$ cat src/rtl/gpr_writeback_arbiter_pkg.sv
// Shared constants for the GPR writeback arbiter slice: requester ids, GPR geometry,
// and the saturating-increment helper used by the optional stats counters.
package gpr_writeback_arbiter_pkg;

  typedef enum logic [1:0] {
    REQ_ALU     = 2'd0,
    REQ_LOAD    = 2'd1,
    REQ_SPECIAL = 2'd2
  } reqId_t;

  localparam int unsigned GPR_INDEX_WIDTH = 5;
  localparam int unsigned GPR_DATA_WIDTH  = 32;
  localparam int unsigned REG_ZERO        = 0;
  localparam int unsigned STAT_WIDTH      = 16;

  function automatic logic [STAT_WIDTH-1:0] satInc(input logic [STAT_WIDTH-1:0] value);
    return (value == '1) ? value : value + 1'b1;
  endfunction

endpackage

$ cat src/rtl/gpr_writeback_arbiter_round_robin.sv
// Combinational round-robin arbiter: first requester at or after the pointer wins.
// The pointer register is owned by the instantiating module.
module round_robin_arbiter #(
  parameter int unsigned NUM_REQ = 3,
  localparam int unsigned PTR_W  = (NUM_REQ > 1) ? $clog2(NUM_REQ) : 1
) (
  input  logic [NUM_REQ-1:0] request,
  input  logic [PTR_W-1:0]   pointer,
  output logic [NUM_REQ-1:0] grant,
  output logic [PTR_W-1:0]   winner
);

  always_comb begin
    int unsigned idx;
    logic        found;
    grant  = '0;
    winner = '0;
    found  = 1'b0;
    idx    = 0;
    for (int unsigned k = 0; k < NUM_REQ; k++) begin
      idx = (32'(pointer) + k) % NUM_REQ;
      if (!found && request[idx]) begin
        found      = 1'b1;
        grant[idx] = 1'b1;
        winner     = PTR_W'(idx);
      end
    end
  end

endmodule

$ cat src/rtl/gpr_writeback_arbiter.sv
// Shares the GPR write port among ALU/load/special writeback with round-robin arbitration,
// a registered write stage, r0 suppression and a busy scoreboard. Stats: GPR_WRITEBACK_ARBITER_STATS_EN.
module gpr_writeback_arbiter
  import gpr_writeback_arbiter_pkg::*;
#(
  parameter int unsigned NUM_REQ    = 3,
  parameter int unsigned REG_COUNT  = 32,
  parameter int unsigned DATA_WIDTH = GPR_DATA_WIDTH,
  localparam int unsigned IDX_W     = $clog2(REG_COUNT)
) (
  input  logic                          clock,
  input  logic                          reset,
  input  logic [NUM_REQ-1:0]            reqValid,
  output logic [NUM_REQ-1:0]            reqReady,
  input  logic [NUM_REQ*IDX_W-1:0]      reqIndex,
  input  logic [NUM_REQ*DATA_WIDTH-1:0] reqData,
  input  logic                          reserveValid,
  input  logic [IDX_W-1:0]              reserveIndex,
  output logic [IDX_W-1:0]              gprIndex2,
  output logic [DATA_WIDTH-1:0]         gprWriteData2,
  output logic                          gprWriteEnable2,
  output logic [REG_COUNT-1:0]          busy
`ifdef GPR_WRITEBACK_ARBITER_STATS_EN
  ,
  output logic [NUM_REQ*STAT_WIDTH-1:0] grantCount,
  output logic [STAT_WIDTH-1:0]         conflictCount
`endif
);

  localparam int unsigned PTR_W = (NUM_REQ > 1) ? $clog2(NUM_REQ) : 1;

  logic [PTR_W-1:0]      pointer;
  logic [PTR_W-1:0]      winner;
  logic [PTR_W-1:0]      nextPointer;
  logic [NUM_REQ-1:0]    grant;
  logic                  transfer;
  logic                  writesReg;
  logic [IDX_W-1:0]      xferIndex;
  logic [DATA_WIDTH-1:0] xferData;
  logic [REG_COUNT-1:0]  busyNext;

  round_robin_arbiter #(
    .NUM_REQ(NUM_REQ)
  ) u_arbiter (
    .request(reqValid),
    .pointer(pointer),
    .grant  (grant),
    .winner (winner)
  );

  assign reqReady    = reset ? grant : '0;
  assign transfer    = |reqReady;
  assign nextPointer = (winner == PTR_W'(NUM_REQ - 1)) ? '0 : winner + 1'b1;

  always_comb begin
    xferIndex = '0;
    xferData  = '0;
    for (int unsigned i = 0; i < NUM_REQ; i++) begin
      if (grant[i]) begin
        xferIndex = reqIndex[i*IDX_W +: IDX_W];
        xferData  = reqData[i*DATA_WIDTH +: DATA_WIDTH];
      end
    end
  end

  assign writesReg = transfer && (xferIndex != IDX_W'(REG_ZERO));

  // Clear before set so a reservation at the retiring edge keeps the register busy.
  always_comb begin
    busyNext = busy;
    if (writesReg) begin
      busyNext[xferIndex] = 1'b0;
    end
    if (reserveValid && (reserveIndex != IDX_W'(REG_ZERO))) begin
      busyNext[reserveIndex] = 1'b1;
    end
    busyNext[REG_ZERO] = 1'b0;
  end

  always_ff @(posedge clock) begin
    if (!reset) begin
      pointer         <= '0;
      gprIndex2       <= '0;
      gprWriteData2   <= '0;
      gprWriteEnable2 <= 1'b0;
      busy            <= '0;
    end else begin
      busy            <= busyNext;
      gprWriteEnable2 <= writesReg;
      if (transfer) begin
        pointer       <= nextPointer;
        gprIndex2     <= xferIndex;
        gprWriteData2 <= xferData;
      end
    end
  end

`ifdef GPR_WRITEBACK_ARBITER_STATS_EN
  always_ff @(posedge clock) begin
    if (!reset) begin
      grantCount    <= '0;
      conflictCount <= '0;
    end else begin
      for (int unsigned i = 0; i < NUM_REQ; i++) begin
        if (reqReady[i]) begin
          grantCount[i*STAT_WIDTH +: STAT_WIDTH] <= satInc(grantCount[i*STAT_WIDTH +: STAT_WIDTH]);
        end
      end
      if ($countones(reqValid) > 1) begin
        conflictCount <= satInc(conflictCount);
      end
    end
  end
`endif

endmodule

$ cat config.mk
export PLATFORM = sky130hd
export DESIGN_NAME = gpr_writeback_arbiter
export DESIGN_NICKNAME = d
export VERILOG_FILES = /design/src/rtl/gpr_writeback_arbiter_pkg.sv /design/src/rtl/gpr_writeback_arbiter_round_robin.sv /design/src/rtl/gpr_writeback_arbiter.sv
export SDC_FILE = /design/constraint.sdc
export NUM_CORES = 1
export LEC_CHECK = 0
export ABC_CLOCK_PERIOD_IN_PS = 2700
export BUFFER_PORTS_ARGS = -buffer_cell sky130_fd_sc_hd__buf_2
export CAP_MARGIN = 10
export CORE_AREA = 2 2 98 100
export CTS_BUF_LIST = sky130_fd_sc_hd__clkbuf_8
export DETAILED_ROUTE_END_ITERATION = 6
export DIE_AREA = 0 0 100 102
export PLACE_DENSITY = 0.73
export SLEW_MARGIN = 40
export SYNTH_ARGS = -nofsm -noshare
export SYNTH_HDL_FRONTEND = slang
export SYNTH_SLANG_ARGS = --single-unit
$ cat constraint.sdc
create_clock -name clock -period 2.7 [get_ports clock]
set_input_delay 0.27 -clock clock [delete_from_list [all_inputs] [get_ports clock]]
set_output_delay 0.27 -clock clock [all_outputs]
set_load 0.005 [all_outputs]
==> flow_summary.ini, run 1 <==
[timing]
grt_setup_unrepaired = true
fin_ws_ns = -0.235
worst_slew_pin_slew_ns = 0.796
timing.final.hold_violations = 0
timing.setup.tns_ns = -5.77
setup_viol_count_final = 67
timing.slew.headroom_pct = 46.9
final_min_period_over_clock_period_pct = 109
timing.clock.skew_ns = 0.0140
finalWorstPathRequiredPeriod_ns = 2.94
achievable-frequency_mhz = 341
slew_violations = 0

[run_status]
status = finished, violations left
failed_checks = negative setup slack

[setup_path]
slowest_cell_on_crit_path = sky130_fd_sc_hd__dfxtp_4
rr_startpoint = pointer[1]
reg2regPathDepth = 13
slowest_delay_ns = 0.39
worstSetupEndpoint = busy[17]
worst_r2r_endpoint = busy[17]
path_cells = inv_4 -> ha_4 -> mux2i_4 -> buf_6 -> buf_4 -> o221a_4 -> buf_4 -> nor2_4 -> o31ai_4 -> or3_4 -> buf_12 -> o311ai_4 -> o31ai_2
critPathCaptureType = flop
start_point_of_the_critical_path = pointer[1]
setup.worst_path.start_class = flop
timing.critical_path.fanout_max = 9
critical_path_s_most_frequent_cell = sky130_fd_sc_hd__buf_4
worstPathArrival_ns = 3.17
required_ns = 2.93
regToRegSetupSlack_ns = -0.24
path_class = flop to flop

[die]
die_h_um = 102
fp-row-count = 35
fp.coreArea_sq_um = 9110
initial_utilization_pct = 40.8
floorplan.io_pins = 195
die_width_um = 100
fp.dieArea_sq_um = 10200

[placement]
dpl.hpwl_mm = 9.92
placed_area_sq_um = 5120
globalplace.congestion = 0.976
port_buffers = 193

[route]
detailedRoute.firstPassIterationCount = 7
route.detailed.wl_per_inst_um = 20.1
finalWirelength_mm = 16.7
initialDrtViolationCount = 258
drc = 0
detail_route.vias_per_cell = 5.95
postRouteAntennaNets = 0
routed-via-count = 4944

[cells_and_area]
final_nets = 841
multi_input_logic_area_sq_um = 3120
final_util_pct = 77.1
area_growth_syn_to_layout_pct = 89.0
design_area_sq_um = 7020
fillers = 598
number_of_diodes_added_for_antenna_fixing = 0
sequential_cell_area_sq_um = 1430
drive_above_1_share_pct = 61.0

[global_route]
overflow = 0
maximum_number_of_pins_on_one_net_before_global_route_repair = 49
first_global_vias = 4399
grt_antenna_before_repair = 0
grt_first_pass_wirelength_mm = 21.4
overall_global_routing_usage_pct = 26.3

[synth]
proportion_of_synthesized_flip_flops_having_asynchronous_set_or_reset_pct = 0
yosysWarningCount = 0
ys_types = 51
synth_nets = 574
synth_cells = 448
synth_enable_flop_cells = 0
mean_cell_area_of_the_mapped_netlist_sq_um = 8.29
syn-cell-area_sq_um = 3710
flops_latches_synth = 71
synth_flop_cell = sky130_fd_sc_hd__dfxtp_1
ys_seq_area_share_pct = 38.3

[cts]
cts_root_buf = sky130_fd_sc_hd__clkbuf_8
insertion_delay_of_the_later_clocked_pin_in_the_worst_skew_pair_ns = 0.36
level_count_of_the_clock_h_tree = 3
cts-buffers-inserted = 9
clockBufferDepth = 2
tritoncts = yes
cts.sink_count = 71
cts.clk_slew.worst_paths_ns = 0.08

[run]
max_cap_violations = 0

[pwr]
total_power_mw = 8.19
power_leakage_nw = 2.98
ir_worst_vdd_v = 0.000663
pwr_density_cell_nw_per_um2 = 1170

[worst_hold_path]
hold_class = input port to flop
registers in the layout, summed over array words and instances (netlist names):
| signal | flops |
|---|---|
| pointer | 2 |
| busy | 31 |
| gprWriteEnable2 | 1 |
| gprIndex2 | 5 |
| gprWriteData2 | 32 |
layout make-up:
cell class / count / area share [%]
inverters: 5 / 0.303
clock buffers: 9 / 1.76
clock inverters: 7 / 1.48
multi-input cells: 333 / 44.5
flip-flops and latches: 71 / 20.4
well taps: 111 / 1.98
repair buffers: 295 / 29.7
cells by family after synthesis:
kind of cell	count (synthesis)	share of synthesized area (%)
mux	7	1.99
compound gates	153	31.8
simple gates	168	21.2
flops	71	38.3
fa+ha+maj	4	1.35
buf+inv	44	5.29
other cells	1	0.101
worst max-delay path, delay by kind of cell (launching register included):
family	cells	cell delay (ns)
mux	1	0.20
flops	1	0.39
compound gates	4	0.80
buf+inv	5	0.63
simple gates	2	0.60
fa+ha+maj	1	0.19
layer usage:
layer / part of all wire (%) / GRT usage, %
met2: 53 / 47.9
met4: 1.8 / 7.17
met1: 38 / 30.8
met5: 0 / 0
met3: 6.9 / 6.50
repair_timing:
item,in CTS,in global routing
pin swaps,16,46
hold buffers,0,0
cloned,2,11
buffers inserted,10,27
gates resized for setup,72,156
endpoints found under the setup margin,66,71
per-stage QoR:
stage               setup WS [ns]  hold slack (ns)  std cells
finish                     -0.235            0.220        831
global route               -0.324            0.221        831
CTS                       -0.0731            0.206        793
detailed placement         -0.310            0.455        765
global placement           -0.210            0.450        765
floorplan                 0.00440            0.426        448
layout by cell type, fill, tap and decap left out, drive strengths merged, types with 2 or more instances in the layout:
cell     count
a211oi       2
a21boi       4
a21oi        7
a221oi      33
a31oi        2
and2         4
buf        288
bufinv       2
clkbuf      16
clkinv       3
dfxtp       71
ha           4
inv          7
mux2i        7
nand2       31
nand2b       5
nand3       38
nand3b       3
nand4        3
nor2        58
nor2b        7
nor3         7
o2111ai      2
o211ai       4
o21ai       26
o221ai       3
o311ai      24
o31ai       40
or2          6
or3          2
how the worst min path moves through the flow:
stage | startpoint | to | slack [ns] | depth (start not counted)
2_1_floorplan | reserveValid | busy[4] | 0.43 | 2
3_3_place_gp | gprWriteData2[11] | gprWriteData2[11] | 0.45 | 2
3_5_place_dp | gprWriteData2[25] | gprWriteData2[25] | 0.46 | 2
4_1_cts | reqData[84] | gprWriteData2[20] | 0.21 | 3
5_1_grt | reqData[81] | gprWriteData2[17] | 0.22 | 3
6_report | reserveValid | busy[4] | 0.22 | 3
cells in the mapped netlist, types with 3 or more instances:
cell / instances / area [sq um]
sky130_fd_sc_hd__nand4_1: 3 / 18.8
sky130_fd_sc_hd__o21ai_0: 25 / 125
sky130_fd_sc_hd__o211ai_1: 4 / 30.0
sky130_fd_sc_hd__and2_1: 4 / 25.0
sky130_fd_sc_hd__nand3b_1: 3 / 22.5
sky130_fd_sc_hd__o221ai_1: 3 / 26.3
sky130_fd_sc_hd__nor3_1: 7 / 35.0
sky130_fd_sc_hd__dfxtp_1: 71 / 1420
sky130_fd_sc_hd__nor2_1: 57 / 214
sky130_fd_sc_hd__a221oi_1: 32 / 280
sky130_fd_sc_hd__nand2_1: 31 / 116
sky130_fd_sc_hd__a21oi_1: 7 / 35.0
sky130_fd_sc_hd__inv_1: 5 / 18.8
sky130_fd_sc_hd__nor2b_1: 7 / 43.8
sky130_fd_sc_hd__ha_1: 4 / 50.1
sky130_fd_sc_hd__buf_2: 10 / 50.1
sky130_fd_sc_hd__mux2i_1: 6 / 60.1
sky130_fd_sc_hd__nand2b_1: 5 / 31.3
sky130_fd_sc_hd__a21boi_0: 3 / 22.5
sky130_fd_sc_hd__or2_1: 3 / 18.8
sky130_fd_sc_hd__o311ai_1: 16 / 140
sky130_fd_sc_hd__o31ai_1: 39 / 293
sky130_fd_sc_hd__nand3_1: 38 / 190
sky130_fd_sc_hd__clkbuf_1: 26 / 97.6
sky130_fd_sc_hd__o311ai_0: 8 / 70.1
where the power goes:
group / internal [mW] / leakage, nW / switching, mW / total, mW
sequential: 1.26 / 0.581 / 0.153 / 1.41
combinational: 2.73 / 2.28 / 3.05 / 5.78
clock: 0.532 / 0.114 / 0.459 / 0.991
(Power assumes the default switching activity.)
==> inputs of run 2 (changes only) <==
--- a/config.mk
+++ b/config.mk
@@ -6,13 +6,14 @@
 export NUM_CORES = 1
 export LEC_CHECK = 0
 export ABC_CLOCK_PERIOD_IN_PS = 2700
-export BUFFER_PORTS_ARGS = -buffer_cell sky130_fd_sc_hd__buf_2
+export BUFFER_PORTS_ARGS = -buffer_cell sky130_fd_sc_hd__buf_4
 export CAP_MARGIN = 10
 export CORE_AREA = 2 2 98 100
 export CTS_BUF_LIST = sky130_fd_sc_hd__clkbuf_8
 export DETAILED_ROUTE_END_ITERATION = 6
 export DIE_AREA = 0 0 100 102
 export PLACE_DENSITY = 0.73
+export REMOVE_ABC_BUFFERS = 1
 export SLEW_MARGIN = 40
 export SYNTH_ARGS = -nofsm -noshare
 export SYNTH_HDL_FRONTEND = slang
==> constraint.sdc (replaced) <==
create_clock -name clock -period 2.7 [get_ports clock]
set_input_delay 0.54 -clock clock [delete_from_list [all_inputs] [get_ports clock]]
set_output_delay 0.54 -clock clock [all_outputs]
set_load 0.005 [all_outputs]
==> flow_summary.ini, run 2 (synthesis gave the netlist of run 1 again) <==
[setup_path]
start_point_of_the_critical_path = pointer[1]
timing.critical_path.fanout_max = 8
setup.worst_path.start_class = flop
worstSetupEndpoint = busy[25]
rr_startpoint = pointer[1]
required_ns = 2.97
path_class = flop to flop
worstPathArrival_ns = 3.11
worst_r2r_endpoint = busy[25]
regToRegSetupSlack_ns = -0.15
reg2regPathDepth = 13
critPathCaptureType = flop

[cts]
cts_root_buf = sky130_fd_sc_hd__clkbuf_8
clockBufferDepth = 2
cts.clk_slew.worst_paths_ns = 0.09
level_count_of_the_clock_h_tree = 3
post_cts_hold_buffer_count = 0
cts.sink_count = 71
cts-buffers-inserted = 9
insertion_delay_of_the_later_clocked_pin_in_the_worst_skew_pair_ns = 0.35
tritoncts = yes

[route]
finalWirelength_mm = 15.0
routedLengthMet1_mm = 5.98
drc = 0
route.detailed.wl_per_inst_um = 18.9
route.top_layer_used = met4
postRouteAntennaNets = 0
initialDrtViolationCount = 274
met3_length_mm = 1.09
detailedRoute.firstPassIterationCount = 5
route.met2.wl_mm = 7.44
routed-via-count = 4712
detail_route.vias_per_cell = 5.94

[cells_and_area]
number_of_diodes_added_for_antenna_fixing = 0
area_growth_syn_to_layout_pct = 70.6
mostFrequentLayoutCells = sky130_fd_sc_hd__buf_4 (246), sky130_fd_sc_hd__dfxtp_1 (69), sky130_fd_sc_hd__nor2_1 (54)
reg.largest.list = gprWriteData2: 32 flops, busy: 31 flops, gprIndex2: 5 flops
drive_above_1_share_pct = 49.1
largest_register_ffs = 32
final_nets = 803
final_util_pct = 69.6
leading_cell_type_in_the_layout_fill_and_taps_excluded = sky130_fd_sc_hd__buf_4
design_area_sq_um = 6340
registers.top_by_ff_count = gprWriteData2

[die]
die_width_um = 100
fp-row-count = 35
initial_utilization_pct = 40.8
floorplan.io_pins = 195
fp.dieArea_sq_um = 10200
fp.coreArea_sq_um = 9110
die_h_um = 102

[placement]
place_ws_ns = -0.340
placed_area_sq_um = 5490
dpl.hpwl_mm = 10.7
globalplace.congestion = 0.915
port_buffers = 193

[global_route]
grt_antenna_before_repair = 0
maximum_number_of_pins_on_one_net_before_global_route_repair = 51
overall_global_routing_usage_pct = 26.5
overflow = 0
first_global_vias = 4391
grt_first_pass_wirelength_mm = 21.7

[timing]
slew_violations = 0
timing.slew.headroom_pct = 58.7
timing.final.hold_violations = 0
fin_ws_ns = -0.148
achievable-frequency_mhz = 351
final_min_period_over_clock_period_pct = 105
setup_viol_count_final = 34
finalWorstPathRequiredPeriod_ns = 2.85
finalHoldWorstSlack_ns = 0.456
timing.clock.skew_ns = 0.00914
grt_setup_unrepaired = true
worst_slew_pin_slew_ns = 0.618

[run_status]
failed_checks = negative setup slack
status = finished, violations left

[run]
max_cap_violations = 0

[pwr]
ir_worst_vdd_v = 0.000632
pwr_density_cell_nw_per_um2 = 1040
power_leakage_nw = 2.69

[worst_hold_path]
hold_class = input port to flop
==> run 2: cell count changes in the layout (fill, tap and decap cells not counted), sizes merged <==
cell	before	now
clkbuf	16	14
buf	288	254
inv	7	5
o21bai	1	2
clkinv	3	1
clkinvlp	0	1
==> run 2: layout make-up <==
type	instances	area (sq um)
clock buffer	12	165
clock inverter	4	76.3
fill	733	2770
inverter	5	18.8
multi-input combinational	334	2520
sequential	71	1430
tap	111	139
timing repair buffer	256	1990
==> run 2: routing by layer <==
metal	vias to the layer above	GRT usage, %
li1	2178	-
met1	2234	34.6
met2	258	44.6
met3	42	3.42
met4	0	11.2
met5	-	0
==> run 2: per-stage QoR <==
stage / cells / setup TNS, ns / total power, mW
4_1_cts: 788 / -0.434 / 6.08
6_report: 793 / -3.28 / 6.56
5_1_grt: 793 / -7.69 / 6.95
3_3_place_gp: 760 / -4.30 / 4.50
3_5_place_dp: 760 / -11.31 / 4.58
2_1_floorplan: 409 / -177.75 / 3.10
==> run 2: repair_timing <==
action	in CTS	in global routing
gates cloned	2	1
setup endpoints to repair	74	62
resized for setup	65	43
buffers inserted	10	4
pin swaps	17	15
==> run 2: worst min-delay path by stage <==
stage	startpoint	end	slack, ns	cells after the start
2_1_floorplan	gprIndex2[0]	gprIndex2[0]	0.46	2
4_1_cts	reserveIndex[4]	busy[15]	0.45	2
3_3_place_gp	gprIndex2[0]	gprIndex2[0]	0.45	2
6_report	reserveIndex[4]	busy[15]	0.46	2
3_5_place_dp	gprIndex2[0]	gprIndex2[0]	0.46	2
5_1_grt	reserveIndex[4]	busy[15]	0.46	2
==> run 2: critical path: stages, from the launching register on <==
cell and delay (ns):
sky130_fd_sc_hd__dfxtp_2 0.33, sky130_fd_sc_hd__inv_2 0.06, sky130_fd_sc_hd__ha_4 0.15, sky130_fd_sc_hd__buf_6 0.11
sky130_fd_sc_hd__mux2i_4 0.24, sky130_fd_sc_hd__o21ai_4 0.09, sky130_fd_sc_hd__nand4b_1 0.28, sky130_fd_sc_hd__buf_4 0.21
sky130_fd_sc_hd__o211a_4 0.24, sky130_fd_sc_hd__a221oi_4 0.41, sky130_fd_sc_hd__or3_4 0.27, sky130_fd_sc_hd__buf_6 0.16
sky130_fd_sc_hd__o311ai_4 0.11, sky130_fd_sc_hd__o31ai_1 0.10
==> run 2: power breakdown <==
| part | leakage [nW] | switching (mW) | total, mW | internal [mW] |
|---|---|---|---|---|
| Clock | 0.119 | 0.431 | 1.03 | 0.598 |
| Combinational | 1.99 | 2.31 | 4.16 | 1.85 |
| Sequential | 0.581 | 0.111 | 1.37 | 1.26 |
| Total | 2.69 | 2.85 | 6.56 | 3.71 |
